--- config.mk ---
export PLATFORM = sky130hd
export DESIGN_NAME = uart_rx_fsm
export DESIGN_NICKNAME = d
export VERILOG_FILES = /design/src/rtl/uart_rx_fsm.sv
export SDC_FILE = /design/constraint.sdc
export NUM_CORES = 1
export LEC_CHECK = 0
export CORE_ASPECT_RATIO = 1.75
export CORE_MARGIN = 2
export CORE_UTILIZATION = 24
export CTS_BUF_LIST = sky130_fd_sc_hd__clkbuf_2
export DETAILED_ROUTE_END_ITERATION = 10
export PLACE_DENSITY_LB_ADDON = 0.2
export RECOVER_POWER = 100
export SLEW_MARGIN = 20
export SYNTH_ARGS = -nofsm -noshare
export SYNTH_HDL_FRONTEND = slang
export SYNTH_SLANG_ARGS = --single-unit
--- constraint.sdc ---
create_clock -name clk -period 6 [get_ports clk]
set_input_delay 0.9 -clock clk [delete_from_list [all_inputs] [get_ports clk]]
set_output_delay 0.9 -clock clk [all_outputs]
set_load 0.02 [all_outputs]
--- src/rtl/uart_rx_fsm.sv ---
// uart_rx_fsm: UART receive frame controller; tracks edge/bit position and issues sampling and check strobes.
module uart_rx_fsm (
    input  logic       clk,
    input  logic       rst_n,
    input  logic       RX_IN,
    input  logic [5:0] Prescale,
    input  logic       PAR_EN,
    input  logic       strt_glitch,
    input  logic       par_err,
    input  logic       stp_err,
    output logic       dat_samp_en,
    output logic [5:0] edge_cnt,
    output logic [3:0] bit_cnt,
    output logic       deser_en,
    output logic       strt_chk_en,
    output logic       par_chk_en,
    output logic       stp_chk_en,
    output logic       data_valid
);
    typedef enum logic [2:0] {IDLE, START, DATA, PARITY, STOP} state_t;
    state_t state, state_next;
    logic [5:0] p_lat;
    logic       par_lat;
    logic       err;
    logic       last;
    logic       strobe;
    assign last   = edge_cnt == p_lat - 6'd1;
    // first edge at which the 3-sample majority is settled
    assign strobe = edge_cnt == (p_lat >> 1) + 6'd2;
    always_comb begin
        state_next  = state;
        dat_samp_en = state != IDLE;
        strt_chk_en = state == START && strobe;
        deser_en    = state == DATA && strobe;
        par_chk_en  = state == PARITY && strobe;
        stp_chk_en  = state == STOP && strobe;
        case (state)
            IDLE:    state_next = RX_IN ? IDLE : START;
            START:   state_next = !last ? START : (strt_glitch ? IDLE : DATA);
            DATA:    state_next = !(last && bit_cnt == 4'd8) ? DATA : (par_lat ? PARITY : STOP);
            PARITY:  state_next = last ? STOP : PARITY;
            STOP:    state_next = last ? IDLE : STOP;
            default: state_next = IDLE;
        endcase
    end
    always_ff @(posedge clk or negedge rst_n) begin
        if (!rst_n) begin
            state      <= IDLE;
            edge_cnt   <= '0;
            bit_cnt    <= '0;
            p_lat      <= '0;
            par_lat    <= 1'b0;
            err        <= 1'b0;
            data_valid <= 1'b0;
        end else begin
            state      <= state_next;
            data_valid <= state == STOP && last && !stp_err && !err;
            if (state == IDLE || state_next == IDLE) begin
                edge_cnt <= '0;
                bit_cnt  <= '0;
            end else if (last) begin
                edge_cnt <= '0;
                bit_cnt  <= bit_cnt + 4'd1;
            end else begin
                edge_cnt <= edge_cnt + 6'd1;
            end
            if (state == IDLE && !RX_IN) begin
                p_lat   <= Prescale;
                par_lat <= PAR_EN;
                err     <= 1'b0;
            end
            if (state == PARITY && last)
                err <= err | par_err;
        end
    end
endmodule

# Word-level counts from Yosys, hierarchy flattened
# Cells that the tools add are included.
# W data, S select, Z words.
dict set report op_classes {
  order_cmp 0
  shifts 0
  mux 14
  mul 0
  n_addsub 4
  bitwise 1
  reduce_logical 19
  n_eq_ne 7
  div_mod_pow 0
}
# cell count
set op_table {}
lappend op_table {{$pmux W3 S5} 1}
lappend op_table {{$eq A6 B6 Y1} 2}
lappend op_table {{$mux W3} 4}
lappend op_table {{$mux W6} 2}
lappend op_table {{$logic_and A1 B1 Y1} 10}
lappend op_table {{$mux W4} 2}
lappend op_table {{$add A5 B2 Y6 const B} 1}
lappend op_table {{$add A6 B1 Y6 const B} 1}
lappend op_table {{$eq A3 B2 Y1 const B} 2}
lappend op_table {{$logic_not A3 Y1} 2}
lappend op_table {{$sub A6 B1 Y6 const B} 1}
lappend op_table {{$add A4 B1 Y4 const B} 1}
lappend op_table {{$eq A4 B4 Y1 const B} 1}
lappend op_table {{$mux W2} 2}
lappend op_table {{$reduce_bool A2 Y1} 2}
lappend op_table {{$eq A3 B1 Y1 const B} 1}
lappend op_table {{$eq A3 B3 Y1 const B} 1}
lappend op_table {{$logic_not A1 Y1} 3}
lappend op_table {{$mux W1} 3}
lappend op_table {{$reduce_bool A3 Y1} 1}
lappend op_table {{$logic_or A1 B1 Y1} 1}
lappend op_table {{$or A1 B1 Y1} 1}
dict set report totals {
  elab_cells 52
  mem_bits_ro 0
  output_inout_bits 16
  latchBits 0
  mem_count 0
  mem_bits_rw 0
  inputBits 13
  reg_bits 22
}

# Longest topological paths before layout
dict set report depth {
  ltp_word 8
  mapped_depth 11
  ltp_nobuf 8
}

# Least setup slack after synthesis
# OpenSTA, ideal clock, no wires.
dict set report synth_path {
  kind {register to output}
  start {register p_lat[2]}
  end {output port strt_chk_en}
  arrival_time_ps 1900
  path_stages_with_launch 8
  t_required_ps 5100
  n_path_buf 1
  slack_ps 3200
  path_cell_list {dfrtp_1 > buf_4 > inv_1 > ha_1 > xor2_1 > nor3_1 > nand3_1 > nor4_1}
}
dict set report synth_between {
  elab_chain_len 3
}
# element line_no
set synth_lines {}
lappend synth_lines {{start, declared} 22} ;# logic [5:0] p_lat;
lappend synth_lines {{start signal, assigned} 68} ;# p_lat <= Prescale;
lappend synth_lines {{$add A5 B2 Y6} 29} ;# assign strobe = edge_cnt == (p_lat >> 1) + 6'd2;
lappend synth_lines {{$eq A6 B6 Y1} 29}
lappend synth_lines {{$logic_and A1 B1 Y1} 33} ;# strt_chk_en = state == START && strobe;
lappend synth_lines {{end, declared} 15} ;# output logic strt_chk_en,
# Every way passes these cells.

# Worst setup path in the final report
dict set report layout_path {
  start {register state[0]}
  end {output port dat_samp_en}
}
dict set report layout_between {
  elab_chain_len 1
}
# element line_no
set layout_lines {}
lappend layout_lines {{start, declared} 21} ;# state_t state, state_next;
lappend layout_lines {{start signal, assigned} 56} ;# state <= state_next;
lappend layout_lines {{$reduce_bool A3 Y1} 32} ;# dat_samp_en = state != IDLE;
lappend layout_lines {{end, declared} 11} ;# output logic dat_samp_en,
# Every way passes these cells.

==> impl_metrics.tcl <==
set metrics [dict create \
    detailed_placer_s_ending_hpwl_mm 2.896 \
    drc 0 \
    vias 1159 \
    routedWlPerCell_um 14.10 \
    arrival_ns 2.95 \
    power.static_leakage_nw 0.7903 \
    worstSetupPathType "flop to output pin" \
    grt_pass1_wl_mm 6.085 \
    avgSynthCellArea_um2 9.563 \
    finalCoreUtilization_pct 29.31 \
    worstSetupEndpointType "output pin" \
    globalplace.congestion 0.6965 \
    grt_antenna_before_repair 0 \
    final_layout_size_suffix_gt1_share_pct 7.778 \
    finalHoldViolCount 0 \
    cts-root-to-sink-buffers 2 \
    cts_tree "done" \
    initial_utilization_pct 24.48 \
    number_of_library_cell_types_mapped_by_synthesis 40 \
    worstMarginPinSlew_ns 1.263 \
    worstPathRequired_ns 5.10 \
    port_buffers 28 \
    max_transition_viols_final 0 \
    clk_root_buffer_cell "sky130_fd_sc_hd__clkbuf_2" \
    hold_buffers 0 \
    filler_cell_count 655 \
    dr_wl_met3_um 41 \
    yosys_warnings 0 \
    clk-insertion-delay-late_ns 0.33 \
    area_of_the_placeable_core_um2 6133 \
    synth-main-ff-cell "sky130_fd_sc_hd__dfrtp_1" \
    drt-pass1-iter-count 4 \
    unrepaired_setup_endpoints_after_global_routing "no" \
    ys_ff_latch 22 \
    die_width_um 63.79 \
    max_freq_mhz 259.5 \
    number_of_enable_flip_flop_cells_after_synthesis 0 \
    vertical_die_dimension_um 108.6 \
    setup_total_negative_slack_ns 0 \
    synth.net_count 177 \
    antenna_left 0 \
    cts.sinks 22 \
    n_antenna_cell 0 \
    wire_length_on_met2_mm 2.116 \
    area.growth.synth_to_final_pct 19.75 \
    max-slew-margin-rel_pct 15.82 \
    status "finished, final reports clean" \
    seq_area_frac_synth_pct 36.67 \
    finish.net_count 201 \
    drt_iter0_drc 19 \
    critPathMaxFanout 9 \
    timing.critical_path.from_type "flop" \
    max_cap_viol 0 \
    grt_pass1_vias 1256 \
    final_period_utilization_pct 64.22 \
    total_wirelength_of_the_detailed_routed_design_mm 3.667 \
    worst_ir_drop_vdd_uv 150.3 \
    synthesis.area_um2 1501 \
    vias_per_cell 4.458 \
    cts.clk_slew.worst_paths_ns 0.21 \
    timing.hold.worst.class "flop to flop" \
    met1Wirelength_mm 1.460 \
    timing.clock.skew_ns 0.003613 \
    power.density_cell_area_nw_per_um2 457.6 \
    fin_crit_ns 3.853 \
    die_area_um2 6930 \
    grt_max_degree 23 \
    tritoncts_buffers 3 \
    synthArstFlopShare_pct 100.0 \
    synthesis.instances 157 \
    global_route_usage_over_all_layers_pct 11.48 \
    globalRoute.totalOverflow 0 \
    post_cts.repair.setup_buffers 0 \
    ctsResizeCount 0 \
    highest-signal-layer "met4" \
    rows 38 \
    num_io_pins 29 \
    final-setup-viol-count 0 \
    cts_htree_levels 1 \
]
-- metrics by stage --
stage / setup slack (ns) / hold slack (ns) / instance area, um^2 / cells / power, mW
CTS: 2.228 / 0.4677 / 1836 / 260 / 0.8723
global placement: 2.706 / 0.4397 / 1817 / 256 / 0.8080
global route: 1.907 / 0.4870 / 1798 / 260 / 0.9085
floorplan: 3.200 / 0.4110 / 1501 / 157 / 0.6871
finish: 2.147 / 0.4654 / 1798 / 260 / 0.8227
detailed placement: 2.697 / 0.4426 / 1817 / 256 / 0.8059
-- cells by family after synthesis --
family / after synthesis / synth area share, %
XOR/XNOR: 22 / 14.33
multiplexers: 5 / 4.333
adder cells (fa/ha/maj): 7 / 5.833
AO/OA/AOI/OAI: 27 / 12.50
AND/OR/NAND/NOR: 56 / 19.75
buffers and inverters: 18 / 6.583
flip-flops: 22 / 36.67
-- area by class of cell --
class	instances	area, um^2	share of cell area [%]
multi-input cells	117	820.8	45.65
flip-flops and latches	22	550.5	30.62
repair buffers	28	274.0	15.24
well taps	80	100.1	5.567
inverters	9	33.78	1.879
clock buffers	3	15.01	0.8351
clock inverters	1	3.754	0.2088
-- cell usage in the layout (no fill, tap or decap), types with 2 or more instances in the layout --
cell,Yosys,routed
sky130_fd_sc_hd__o31ai_1,2,2
sky130_fd_sc_hd__dlygate4sd3_1,0,16
sky130_fd_sc_hd__nor2_1,9,9
sky130_fd_sc_hd__nand2_1,14,14
sky130_fd_sc_hd__ha_1,7,7
sky130_fd_sc_hd__clkinv_1,1,2
sky130_fd_sc_hd__or4_1,1,2
sky130_fd_sc_hd__dfrtp_1,22,22
sky130_fd_sc_hd__a21oi_1,7,7
sky130_fd_sc_hd__inv_1,8,8
sky130_fd_sc_hd__xor2_1,10,10
sky130_fd_sc_hd__o22ai_1,2,2
sky130_fd_sc_hd__mux2i_1,2,3
sky130_fd_sc_hd__nand3_1,12,13
sky130_fd_sc_hd__nor4_1,3,3
sky130_fd_sc_hd__a211oi_2,4,3
sky130_fd_sc_hd__clkdlybuf4s50_1,0,11
sky130_fd_sc_hd__nor3_1,4,5
sky130_fd_sc_hd__mux2_2,2,2
sky130_fd_sc_hd__nand2b_1,2,2
sky130_fd_sc_hd__o21ai_0,7,7
sky130_fd_sc_hd__clkbuf_2,0,3
sky130_fd_sc_hd__nor2b_1,2,2
sky130_fd_sc_hd__xnor2_2,2,2
sky130_fd_sc_hd__xnor2_1,9,9
-- where the power goes --
part / total (mW) / switching [mW] / internal [mW]
Sequential: 0.282 / 0.0859 / 0.197
Clock: 0.0604 / 0.0459 / 0.0145
Combinational: 0.480 / 0.277 / 0.203
Total: 0.823 / 0.409 / 0.414
-- metal layers --
metal | vias up | global-route usage (%)
met1 | 563 | 12.02
met5 | - | 0
met3 | 2 | 0.7224
li1 | 583 | -
met2 | 11 | 22.77
met4 | 0 | 5.124
-- worst max-delay path: stages, from the launching register on --
cell and delay [ns]:
sky130_fd_sc_hd__dfrtp_1 0.53, sky130_fd_sc_hd__nor3_1 0.79, sky130_fd_sc_hd__clkinv_1 0.51, sky130_fd_sc_hd__dlygate4sd3_1 0.80
-- flip-flops by register name (all words and copies together), names as in the netlist --
signal and count:
edge_cnt 6, p_lat 6, bit_cnt 4, state 3, data_valid 1, err 1
par_lat 1
-- synthesized netlist by cell type (2+ instances only) --
master | n | share of area [%]
sky130_fd_sc_hd__nand2_1 | 14 | 3.5
sky130_fd_sc_hd__xnor2_2 | 2 | 2.2
sky130_fd_sc_hd__buf_6 | 3 | 2.2
sky130_fd_sc_hd__nor4_1 | 3 | 1.3
sky130_fd_sc_hd__dfrtp_1 | 22 | 37
sky130_fd_sc_hd__inv_1 | 8 | 2.0
sky130_fd_sc_hd__nor2_1 | 9 | 2.2
sky130_fd_sc_hd__buf_2 | 4 | 1.3
sky130_fd_sc_hd__xor2_1 | 10 | 5.8
sky130_fd_sc_hd__nand3_2 | 2 | 1.3
sky130_fd_sc_hd__o21ai_0 | 7 | 2.3
sky130_fd_sc_hd__mux2i_1 | 2 | 1.3
sky130_fd_sc_hd__nor3_1 | 4 | 1.3
sky130_fd_sc_hd__nor2b_1 | 2 | 0.83
sky130_fd_sc_hd__nor3_2 | 2 | 1.3
sky130_fd_sc_hd__mux2_2 | 2 | 1.5
sky130_fd_sc_hd__xnor2_1 | 9 | 5.3
sky130_fd_sc_hd__a211oi_2 | 4 | 3.3
sky130_fd_sc_hd__nand3_1 | 12 | 4.0
sky130_fd_sc_hd__nand2b_1 | 2 | 0.83
sky130_fd_sc_hd__o31ai_1 | 2 | 1.0
sky130_fd_sc_hd__ha_1 | 7 | 5.8
sky130_fd_sc_hd__a21oi_1 | 7 | 2.3
sky130_fd_sc_hd__o22ai_1 | 2 | 0.83
-- path summary, 6_finish.rpt --
kind | startpoint | end | slack [ns] | cells past startpoint
hold reg to reg | err | data_valid | 0.47 | 1
min in group asynchronous | rst_n | state[2] | 0.79 | 1
setup / recovery | state[0] | dat_samp_en | 2.15 | 3
setup reg to reg | p_lat[2] | bit_cnt[1] | 2.88 | 8
hold / removal | err | data_valid | 0.47 | 1
max in group asynchronous | rst_n | p_lat[0] | 4.48 | 1
Power figures use the tool's default switching activity.
